## src/rtl/alu181_nibble_sequencer.sv

```systemverilog
// Runs a WIDTH-bit 74181 operation through one external 4-bit slice, one nibble per
// clock LSB first, chaining the slice carry and assembling the result in a shadow register.
module alu181_nibble_sequencer #(
  parameter int WIDTH = 16
) (
  input  logic             clk,
  input  logic             rst,
  input  logic             start,
  input  logic [WIDTH-1:0] op_a,
  input  logic [WIDTH-1:0] op_b,
  input  logic [3:0]       op_select,
  input  logic             op_mode,
  input  logic             op_cin,
  output logic             busy,
  output logic             done,
  output logic [WIDTH-1:0] result,
  output logic             carry_out,
  output logic [3:0]       alu_a,
  output logic [3:0]       alu_b,
  output logic [3:0]       alu_select,
  output logic             alu_mode,
  output logic             alu_cin,
  input  logic [3:0]       alu_f,
  input  logic             alu_cout
);

  localparam int NIB = WIDTH / 4;
  localparam int KW  = (NIB > 1) ? $clog2(NIB) : 1;
  localparam logic [KW-1:0] K_LAST = KW'(NIB - 1);

  typedef enum logic {IDLE, RUN} state_t;

  state_t           state_q;
  logic [KW-1:0]    k_q, k_d;
  logic [WIDTH-1:0] a_q, b_q;
  logic [WIDTH-1:0] shadow_q, shadow_d;
  logic [WIDTH-1:0] result_q;
  logic             busy_q, done_q, carry_q;
  logic [3:0]       alu_a_q, alu_b_q, sel_q;
  logic             mode_q, cin_q;
  logic [3:0]       nib_a_d, nib_b_d;

  // Merge the slice output for the current nibble into the shadow and pick the next nibble.
  always_comb begin
    k_d                        = k_q + 1'b1;
    shadow_d                   = shadow_q;
    shadow_d[{k_q, 2'b00} +: 4] = alu_f;
    nib_a_d                    = a_q[{k_d, 2'b00} +: 4];
    nib_b_d                    = b_q[{k_d, 2'b00} +: 4];
  end

  always_ff @(posedge clk or posedge rst) begin
    if (rst) begin
      state_q  <= IDLE;
      k_q      <= '0;
      a_q      <= '0;
      b_q      <= '0;
      // NOTE: the shadow is ordinary flops, not a RAM, so it is reset along with everything else.
      shadow_q <= '0;
      result_q <= '0;
      busy_q   <= 1'b0;
      done_q   <= 1'b0;
      carry_q  <= 1'b0;
      alu_a_q  <= '0;
      alu_b_q  <= '0;
      sel_q    <= '0;
      mode_q   <= 1'b0;
      cin_q    <= 1'b0;
    end else begin
      // NOTE: done defaults low here so it can only ever be a one-cycle pulse.
      done_q <= 1'b0;
      case (state_q)
        IDLE: begin
          if (start) begin
            a_q     <= op_a;
            b_q     <= op_b;
            sel_q   <= op_select;
            mode_q  <= op_mode;
            alu_a_q <= op_a[3:0];
            alu_b_q <= op_b[3:0];
            cin_q   <= op_cin;
            k_q     <= '0;
            busy_q  <= 1'b1;
            state_q <= RUN;
          end
        end
        RUN: begin
          shadow_q <= shadow_d;
          if (k_q == K_LAST) begin
            result_q <= shadow_d;
            carry_q  <= alu_cout;
            busy_q   <= 1'b0;
            done_q   <= 1'b1;
            state_q  <= IDLE;
          end else begin
            alu_a_q <= nib_a_d;
            alu_b_q <= nib_b_d;
            cin_q   <= alu_cout;
            k_q     <= k_d;
          end
        end
        default: state_q <= IDLE;
      endcase
    end
  end

  assign busy       = busy_q;
  assign done       = done_q;
  assign result     = result_q;
  assign carry_out  = carry_q;
  assign alu_a      = alu_a_q;
  assign alu_b      = alu_b_q;
  assign alu_select = sel_q;
  assign alu_mode   = mode_q;
  assign alu_cin    = cin_q;

endmodule

```

## config.mk

```make
export PLATFORM = sky130hd
export DESIGN_NAME = alu181_nibble_sequencer
export DESIGN_NICKNAME = d
export VERILOG_FILES = /design/src/rtl/alu181_nibble_sequencer.sv
export SDC_FILE = /design/constraint.sdc
export NUM_CORES = 1
export LEC_CHECK = 0
export CORE_MARGIN = 4
export CORE_UTILIZATION = 39
export DETAILED_ROUTE_END_ITERATION = 8
export GPL_TIMING_DRIVEN = 1
export PLACE_DENSITY_LB_ADDON = 0.08
export RECOVER_POWER = 25
export SLEW_MARGIN = 20
export SYNTH_ARGS = -nofsm -noshare
export SYNTH_HDL_FRONTEND = slang
export SYNTH_SLANG_ARGS = --single-unit
```

## constraint.sdc

```tcl
create_clock -name clk -period 6.1 [get_ports clk]
set_input_delay 0.915 -clock clk [delete_from_list [all_inputs] [get_ports clk]]
set_output_delay 0.915 -clock clk [all_outputs]
set_load 0.01 [all_outputs]
```

## Word level (Yosys, flattened, before mapping)

Cells that the tools add are included.

- Register bits: 84
- Bits in latches: 0
- RAM bits: 0
- Bits in read-only memories: 0
- Input bits: 46
- Output and inout bits: 33
- Logic and storage cells: 50
- Memories kept: 0

- Add/subtract/negate cells: 2
- $mul: 0
- Div/mod/pow operators: 0
- $lt $le $gt $ge: 0
- Equality and inequality tests: 4
- Shift-type cells: 4
- Mux-type cells: 21
- Bitwise logic cells: 1
- Reduce and logical (&&, ||, !) cells: 4

Operator list:

| cell | count |
|---|---|
| 16-bit by 5-bit variable part select with 4-bit output | 2 |
| 16-bit bitwise mux | 1 |
| 4-bit two-way mux | 4 |
| 4-bit one-hot mux with 2 select lines | 2 |
| 4-bit by 6-bit variable shift with 16-bit output (first input constant) | 1 |
| 4-bit by 6-bit variable part select with 16-bit output | 1 |
| 1-bit two-way mux | 8 |
| 2-bit AND reduction | 4 |
| 4-bit negator with 6-bit output | 1 |
| 1-bit one-hot mux with 2 select lines | 3 |
| 2-bit two-way mux | 2 |
| 2-bit inequality test (second input constant) | 2 |
| 2-bit one-hot mux with 2 select lines | 1 |
| 2-bit by 1-bit adder with 2-bit output (second input constant) | 1 |
| 2-bit equality test (second input constant) | 1 |
| 2-bit by 1-bit inequality test with 1-bit output (second input constant) | 1 |
| 1-bit inverter | 1 |

## Longest topological paths before layout

Gate-level depths: netlist of the first run.

- Depth after elaboration: 4
- Depth in mapped cells: 8
- Gate-level depth less buffers: 5

## Least setup slack after synthesis of the first run

Ideal clock, no wire load.

- Kind: register to register
- Start point: register k_q[0]
- End point: register alu_a_q[1] (netlist: alu_a[1])
- Setup time: 0.133 ns
- Data arrival time: 1.849 ns
- Data required time: 5.967 ns
- Slack: 4.118 ns
- Cell stages (with the launch flop): 8
- Buffers on the path: 2
- Period minus slack after synthesis: 1.982 ns
- Cell sequence: dfrtp_1 > buf_6 > inv_1 > ha_1 > buf_2 > mux4_1 > nand2_1 > o211ai_1

- Cells in the longest elaborated chain, start to end: 4
- Elaborated cells between the ends (all ways): 7
- Those cells by class: 1 x add/sub; 2 x eq/ne; 1 x shift; 2 x mux; 1 x reduce/logical

Ends and longest elaborated chain:

| item | line | text |
|---|---|---|
| start, declared | 34 | `logic [KW-1:0] k_q, k_d;` |
| start signal, assigned | 99 | `k_q <= k_d;` |
| 2-bit by 1-bit adder with 2-bit output | 45 | `k_d = k_q + 1'b1;` |
| 16-bit by 5-bit variable part select with 4-bit output | 48 | `nib_a_d = a_q[{k_d, 2'b00} +: 4];` |
| 4-bit two-way mux | 89 | `if (k_q == K_LAST) begin` |
| 4-bit one-hot mux with 2 select lines | 72 | `case (state_q)` |
| end signal, assigned | 79 | `alu_a_q <= op_a[3:0];` |
| end signal, assigned | 96 | `alu_a_q <= nib_a_d;` |
| end, declared | 39 | `logic [3:0] alu_a_q, alu_b_q, sel_q;` |

Several ways; a longest one is shown, not always the timed one. The select of a mux whose other input is x is not followed.
A chain may end at the register's enable or synchronous reset.

## Worst setup path in the final report of the first run

Same ends and word-level chain as after synthesis.

==> flow_metrics.tcl, run 1 <==
set metrics [dict create \
    dieArea_sq_mm 0.0113 \
    rows 35 \
    cp_cell_sequence "inv_1, ha_1, mux4_1, nand2_1, o211ai_1" \
    syn_nets 431 \
    maxSlewHeadroom_pct 44.7 \
    syn-instance-count 379 \
    fmax_mhz 351 \
    io_buffers 78 \
    grt_pass1_wl_um 14400 \
    wirelength_um 8390 \
    synth_edf_count 0 \
    worst-slew-pin-transition_ns 0.829 \
    utilization_pct 52.1 \
    fin_skew_ns 0.00842 \
    overflow 0 \
    max-cap-violations 0 \
    switching_share_pct 35.8 \
    yosys_most_used_dff "dfrtp_1" \
    async_reset_ff_share_pct 100 \
    drive_gt1_share_pct 5.95 \
    p_leak_nw 2.25 \
    status "finished clean" \
    combPwrFrac_pct 42.8 \
    synth-seq-cells 84 \
    slowest_delay_ns 0.86 \
    hold_buffers 0 \
    post-cts-setup-buffers 0 \
    wl_per_cell_um 14.4 \
    gp_congestion 0.787 \
    period_share_pct 46.7 \
    clock-sinks 84 \
    die_w_um 106 \
    start_util_pct 40.4 \
    slew_violations 0 \
    vias 2872 \
    die_y_um 106 \
    grt_pass1_vias 2912 \
    cp.required_ns 6.31 \
    synthDistinctLibCells 36 \
    n_antenna_cell 0 \
    drt-vias-per-instance 4.93 \
    end_kind "flip-flop" \
    path_clk_slew_ns 0.08 \
    postRouteAntennaNets 0 \
    h-tree-depth 3 \
    ioPinCount 79 \
    fin_nets 501 \
    placed_area_sq_mm 0.00464 \
    yosys_warnings 0 \
    ir_drop_mv 0.164 \
    rsz0062_at_grt "no" \
    hold_viol_final 0 \
    crit_buf_inv 1 \
    yosysSeqAreaShare_pct 55.7 \
    drt-initial-drc-count 109 \
    seq_power_share_pct 39.8 \
    cts_root_buffer "clkbuf_8" \
    final-setup-viol-count 0 \
    critPathMaxFanout 18 \
    clkPwrFrac_pct 17.3 \
    clkLatencyLatePin_ns 0.34 \
    crit_type "flip-flop to flip-flop" \
    worstHoldPathType "flip-flop to flip-flop" \
    cts_buffers 9 \
    cts_buffer_depth 2 \
    remaining_drc_errors 0 \
    path_delay_family "flip-flops" \
    final_cell_area_sq_mm 0.00486 \
    cellPowerDensity_mw_per_mm2 519 \
    syn_to_final_growth_pct 28.8 \
    start_kind "flip-flop" \
    cts_tree "yes" \
    p_int_mw 1.62 \
    grtUsageTotal_pct 15.9 \
    synthesis.area_sq_mm 0.00377 \
    fin_tns_setup_ns 0 \
    synth.avg_cell_area_sq_um 9.95 \
    switchingPower_mw 0.902 \
    drtPass1Iterations 5 \
    dpl.hpwl_um 5670 \
    grt_max_degree 85 \
    cts.repair.resized 0 \
    post-route-min-period_ns 2.85 \
    cp_data_arrival_time_ns 3.07 \
    slowest_stage "dfrtp_1" \
    core_sq_mm 0.00933 \
    antenna_found_initial 0 \
]
==> state kept, by name, indices dropped and copies added, names as in the netlist, 2 cells and up <==
name,cells
result,16
a_q,16
k_q,2
b_q,16
shadow_q,16
alu_select,4
alu_a,4
alu_b,4
==> kinds of logic after synthesis <==
group	share of synthesized area [%]
DFF	55.7
muxes	7.26
buffers and inverters	3.91
adders and majority gates	1.99
and+or+nand+nor	21.6
AOI/OAI and AO/OA	9.49
==> cells in the mapped netlist, types with 2 or more instances <==
cell type / count / area (sq um)
a21oi_1: 14 / 70.1
dfrtp_1: 84 / 2100
buf_2: 9 / 45.0
ha_1: 6 / 75.1
nor2b_1: 7 / 43.8
and3b_1: 2 / 17.5
o21ai_1: 6 / 30.0
nand4_1: 3 / 18.8
a32o_1: 4 / 40.0
a32oi_1: 3 / 26.3
o211ai_1: 8 / 60.1
mux2i_1: 3 / 30.0
a221oi_1: 4 / 35.0
mux2_2: 3 / 33.8
nand2b_1: 5 / 31.3
a31oi_1: 7 / 43.8
nand3_1: 2 / 10.0
inv_1: 12 / 45.0
nand2_1: 137 / 514
nor2_1: 22 / 82.6
clkbuf_1: 10 / 37.5
a21o_1: 2 / 15.0
o21ai_0: 6 / 30.0
mux4_1: 8 / 210
==> worst reg2reg max path, stage by stage (launching register included) <==
cell,delay (ns)
dfrtp_1,0.86
inv_1,0.24
ha_1,0.83
mux4_1,0.63
nand2_1,0.08
o211ai_1,0.09
==> cell type report <==
cell class | instances | area, sq um
fillers | 926 | 4470
flip-flops and latches | 84 | 2100
multi-input cells | 261 | 1530
repair buffers | 81 | 807
well taps | 129 | 161
clock buffers | 12 | 145
clock inverters | 4 | 72.6
inverters | 12 | 46.3
==> placed cells by master (no fill, tap or decap), types with 4 or more instances in the layout <==
cell             instances
o211ai_1                 8
clkbuf_8                10
nand2_1                137
ha_1                     6
a221oi_1                 4
nand2b_1                 5
a32o_1                   4
mux4_1                   8
a31oi_1                  7
inv_1                   11
nor2_1                  22
o21ai_0                  6
nor2b_1                  6
o21ai_1                  6
dfrtp_1                 84
a21oi_1                 14
clkdlybuf4s50_1         77
==> worst paths after layout <==
| check | start | end | slack (ns) | cells past startpoint |
|---|---|---|---|---|
| worst max-delay path | k_q[0]$_DFFE_PP0P_ | alu_a[1]$_DFFE_PP0P_ | 3.25 | 5 |
| worst min-delay path | b_q[12]$_DFFE_PP0P_ | b_q[12]$_DFFE_PP0P_ | 0.47 | 2 |
| worst max register to register | k_q[0]$_DFFE_PP0P_ | alu_a[1]$_DFFE_PP0P_ | 3.25 | 5 |
| worst min register to register | b_q[12]$_DFFE_PP0P_ | b_q[12]$_DFFE_PP0P_ | 0.47 | 2 |
| max in group asynchronous | rst | b_q[15]$_DFFE_PP0P_ | 4.32 | 3 |
| min in group asynchronous | rst | b_q[2]$_DFFE_PP0P_ | 1.25 | 3 |
==> stage by stage <==
step	hold WS (ns)	total power, mW	worst slack [ns]	std cells
2_1_floorplan	0.437	1.70	3.02	379
3_3_place_gp	0.451	2.09	3.37	567
3_5_place_dp	0.457	2.11	3.24	567
4_1_cts	0.478	2.56	3.23	583
5_1_grt	0.499	2.73	3.06	583
6_report	0.471	2.52	3.25	583
==> routing by layer <==
metal  vias up  track usage [%]  wire length, um
li1       1408                -                -
met1      1401             20.0             3750
met2        55             27.2             4200
met3         8             2.85              328
met4         0             6.11              110
met5         -                0                0
==> power groups by stage <==
stage / Sequential (mW) / Clock, mW / Combinational, mW
4_1_cts: 1.01 / 0.449 / 1.10
5_1_grt: 1.05 / 0.474 / 1.21
2_1_floorplan: 1.00 / 0 / 0.694
6_report: 1.00 / 0.437 / 1.08
3_3_place_gp: 1.01 / 0 / 1.08
3_5_place_dp: 1.02 / 0 / 1.10
Note: power is estimated with default switching activity, not from simulation.
==> run 2: changes to the inputs <==
==> constraint.sdc (replaced) <==
create_clock -name clk -period 2.6 [get_ports clk]
set_input_delay 0.39 -clock clk [delete_from_list [all_inputs] [get_ports clk]]
set_output_delay 0.39 -clock clk [all_outputs]
set_load 0.01 [all_outputs]
==> flow_metrics.tcl, run 2 (same netlist as run 1, synthesis figures left out) <==
set metrics [dict create \
    clkLatencyLatePin_ns 0.35 \
    wl_per_cell_um 14.8 \
    seq_area_sq_mm 0.00210 \
    cp_data_arrival_time_ns 2.37 \
    start_kind "flip-flop" \
    start_util_pct 40.4 \
    critPathMaxFanout 15 \
    post-cts-setup-buffers 0 \
    fin_skew_ns 0.00983 \
    nFillCells 885 \
    placed_area_sq_mm 0.00472 \
    dieArea_sq_mm 0.0113 \
    maxSlewHeadroom_pct 36.6 \
    wirelength_um 8670 \
    multiInputGateArea_sq_mm 0.00153 \
    fin_nets 508 \
    postRouteAntennaNets 0 \
    fin_tns_setup_ns 0 \
    status "finished clean" \
    worst-slew-pin-transition_ns 0.946 \
    final_cell_area_sq_mm 0.00491 \
    die_w_um 106 \
    drt-vias-per-instance 4.93 \
    path_clk_slew_ns 0.08 \
    antenna_found_initial 0 \
    cts_buffer_depth 2 \
    final.setup.worst_slack_ns 0.454 \
    io_buffers 78 \
    grt_pass1_wl_um 14700 \
    remaining_drc_errors 0 \
    fmax_mhz 466 \
    drt-initial-drc-count 121 \
    power_mw 5.92 \
    drive_gt1_share_pct 7.19 \
    cts_tree "yes" \
    rsz0062_at_grt "no" \
    die_y_um 106 \
    n_antenna_cell 0 \
    final_common_cell "nand2_1" \
    ioPinCount 79 \
    grt_max_degree 45 \
    max-cap-violations 0 \
    post-route-min-period_ns 2.15 \
    layout_common_cells "137 x nand2_1, 84 x dfrtp_1, 77 x clkdlybuf4s50_1" \
    cts.repair.resized 0 \
    ir_drop_mv 0.466 \
    clock-sinks 84 \
    dpl.hpwl_um 6190 \
    end_kind "flip-flop" \
    rows 35 \
    hold_buffers 0 \
    h-tree-depth 3 \
    overflow 0 \
    grtUsageTotal_pct 16.4 \
    core_sq_mm 0.00933 \
    crit_type "flip-flop to flip-flop" \
    hold_viol_final 0 \
    vias 2900 \
    pre_cts_slack_ns 0.434 \
    drtPass1Iterations 6 \
    slew_violations 0 \
    cp.required_ns 2.82 \
    final-setup-viol-count 0 \
    syn_to_final_growth_pct 30.0 \
    p_leak_nw 2.29 \
    cellPowerDensity_mw_per_mm2 1210 \
    worstHoldPathType "flip-flop to flip-flop" \
    gp_congestion 0.775 \
    grt_pass1_vias 2956 \
    hold_ws_ns 0.473 \
    period_share_pct 82.5 \
    cts_buffers 9 \
    cts_root_buffer "clkbuf_8" \
]
-- run 2: path summary, 6_finish.rpt --
path,start,endpoint,slack [ns],cells past startpoint
worst max-delay path,k_q[1]$_DFFE_PP0P_,alu_a[1]$_DFFE_PP0P_,0.45,5
worst min register to register,b_q[6]$_DFFE_PP0P_,b_q[6]$_DFFE_PP0P_,0.47,2
min in group asynchronous,rst,result[15]$_DFFE_PP0P_,0.65,2
worst max register to register,k_q[1]$_DFFE_PP0P_,alu_a[1]$_DFFE_PP0P_,0.45,5
worst min-delay path,b_q[6]$_DFFE_PP0P_,b_q[6]$_DFFE_PP0P_,0.47,2
max in group asynchronous,rst,alu_select[1]$_DFFE_PP0P_,1.16,3
-- run 2: area by class of cell --
type,count,area share [%]
clock buffer,12,3.16
multi-input combinational,261,31.1
inverter,12,0.944
timing repair buffer,88,18.0
sequential,84,42.8
tap,129,3.29
clock inverter,2,0.714
-- run 2: layer usage --
metal | wire [um] | track usage (%) | vias to the layer above | part of all wire (%)
met1 | 3890 | 21.2 | 1410 | 45
met4 | 70 | 3.33 | 0 | 0.81
li1 | - | - | 1426 | -
met5 | 0 | 0 | - | 0
met2 | 4340 | 27.6 | 57 | 50
met3 | 371 | 4.61 | 7 | 4.3
-- run 2: critical path, cell delays in order (launching register included) --
cell and delay, ns:
dfrtp_1 0.42, inv_1 0.11, ha_1 0.70, mux4_1 0.62
nand2_1 0.08, o211ai_1 0.09
-- run 2: metrics by stage --
step / cells / util (%)
after global routing: 588 / 52.6
after floorplan: 379 / -
after global placement: 574 / 50.6
after detailed placement: 574 / 50.6
final: 588 / 52.6
after CTS: 588 / 52.6
-- run 2: power breakdown --
part	total [mW]	internal, mW	switching, mW
Combinational	2.71	1.36	1.35
Clock	0.924	0.485	0.439
Sequential	2.29	1.94	0.350
Total	5.92	3.79	2.14
==> run 3: changes to the inputs <==
==> constraint.sdc (replaced) <==
create_clock -name clk -period 2 [get_ports clk]
set_input_delay 0.3 -clock clk [delete_from_list [all_inputs] [get_ports clk]]
set_output_delay 0.3 -clock clk [all_outputs]
set_load 0.01 [all_outputs]
==> flow_metrics.tcl, run 3 (same netlist as run 1, synthesis figures left out) <==
set metrics [dict create \
    hold_buffers 0 \
    p_leak_nw 2.33 \
    hold_viol_final 0 \
    cp.required_ns 2.21 \
    switchingPower_mw 2.79 \
    syn_to_final_growth_pct 31.6 \
    io_buffers 78 \
    drt-initial-drc-count 78 \
    grt_pass1_vias 2945 \
    fin_tns_setup_ns 0 \
    critPathMaxFanout 9 \
    drive_gt1_share_pct 9.38 \
    switching_share_pct 36.1 \
    end_kind "flip-flop" \
    path_clk_slew_ns 0.08 \
    clkPwrFrac_pct 14.6 \
    wl_per_cell_um 14.0 \
    maxSlewHeadroom_pct 25.0 \
    busiest_layer "met2" \
    cts_root_buffer "clkbuf_8" \
    pre_cts_slack_ns 0.158 \
    vias 2906 \
    max-cap-violations 0 \
    overflow 0 \
    gp_congestion 0.765 \
    layout_common_cells "137 x nand2_1, 84 x dfrtp_1, 77 x clkdlybuf4s50_1" \
    ff2ff_setup_slack_ns 0.16 \
    clock-sinks 84 \
    p_int_mw 4.94 \
    slew_violations 0 \
    drtPass1Iterations 6 \
    crit_type "flip-flop to flip-flop" \
    grt_use_met2_pct 27.2 \
    grt_max_degree 85 \
    dieArea_sq_mm 0.0113 \
    start_util_pct 40.4 \
    post-cts-setup-buffers 0 \
    antenna_found_initial 0 \
    die_y_um 106 \
    ioPinCount 79 \
    h-tree-depth 3 \
    start_kind "flip-flop" \
    n_antenna_cell 0 \
    postRouteAntennaNets 0 \
    die_w_um 106 \
    rsz0062_at_grt "no" \
    ir_drop_mv 0.569 \
    worstHoldPathType "input pin to flip-flop" \
    final-setup-viol-count 0 \
    power_mw 7.73 \
    wirelength_um 8350 \
    hp-start "op_select[0]" \
    use_met1_pct 19.3 \
    fin_skew_ns 0.00979 \
    crit_start "k_q[1]$_DFFE_PP0P_" \
    combPwrFrac_pct 47.3 \
    dpl.hpwl_um 5820 \
    final_cell_area_sq_mm 0.00497 \
    cts_buffer_depth 2 \
    grt_pass1_wl_um 14200 \
    fmax_mhz 544 \
    worst-slew-pin-transition_ns 1.12 \
    remaining_drc_errors 0 \
    utilization_pct 53.2 \
    core_sq_mm 0.00933 \
    fin_nets 516 \
    cts_tree "yes" \
    grt_use_met3_pct 4.31 \
    drt-vias-per-instance 4.86 \
    cp_data_arrival_time_ns 2.05 \
    post-route-min-period_ns 1.84 \
    period_share_pct 91.9 \
    placed_area_sq_mm 0.00477 \
    r2r-start "k_q[1]$_DFFE_PP0P_" \
    rows 35 \
    clkLatencyLatePin_ns 0.35 \
    status "finished clean" \
    cts_buffers 9 \
    seq_power_share_pct 38.1 \
    cellPowerDensity_mw_per_mm2 1560 \
    final_common_cell "nand2_1" \
    final.setup.worst_slack_ns 0.161 \
    grtUsageTotal_pct 15.8 \
    cts.repair.resized 0 \
]
run 3: layout make-up:
class                   instances  area, sq um
clock buffers                  11          151
clock inverters                 5         36.3
fillers                       920         4360
inverters                      12         48.8
multi-input cells             261         1530
flip-flops and latches         84         2100
well taps                     129          161
repair buffers                 96          941
run 3: critical path, cell delays in order, from the launching register on:
cell	delay, ns
dfrtp_1	0.35
inv_1	0.08
ha_1	0.52
mux4_1	0.59
nand2_1	0.08
o211ai_1	0.08
run 3: worst paths after layout:
kind / cells past startpoint / end
worst max-delay path: 5 / alu_a[2]$_DFFE_PP0P_
worst max register to register: 5 / alu_a[2]$_DFFE_PP0P_
min in group asynchronous: 3 / result[11]$_DFFE_PP0P_
worst min register to register: 2 / a_q[0]$_DFFE_PP0P_
max in group asynchronous: 3 / a_q[5]$_DFFE_PP0P_
worst min-delay path: 3 / alu_select[0]$_DFFE_PP0P_
run 3: power groups by stage:
stage / clock network (mW) / registers (mW) / logic (mW)
2_1_floorplan: 0 / 3.05 / 2.12
3_3_place_gp: 0 / 2.97 / 3.61
3_5_place_dp: 0 / 2.99 / 3.69
4_1_cts: 1.18 / 2.96 / 3.69
5_1_grt: 1.25 / 3.06 / 4.10
6_report: 1.13 / 2.94 / 3.66
run 3: per-layer routing:
metal  share of wire, %  routed length [um]
met1                 43                3590
met5                  0                   0
met3                4.8                 400
met2                 51                4260
met4                1.1                  93
run 3: per-stage QoR:
| stage | cells | hold slack, ns |
|---|---|---|
| 2_1_floorplan | 379 | 0.386 |
| 3_3_place_gp | 579 | 0.449 |
| 3_5_place_dp | 579 | 0.454 |
| 4_1_cts | 595 | 0.431 |
| 5_1_grt | 598 | 0.448 |
| 6_report | 598 | 0.467 |
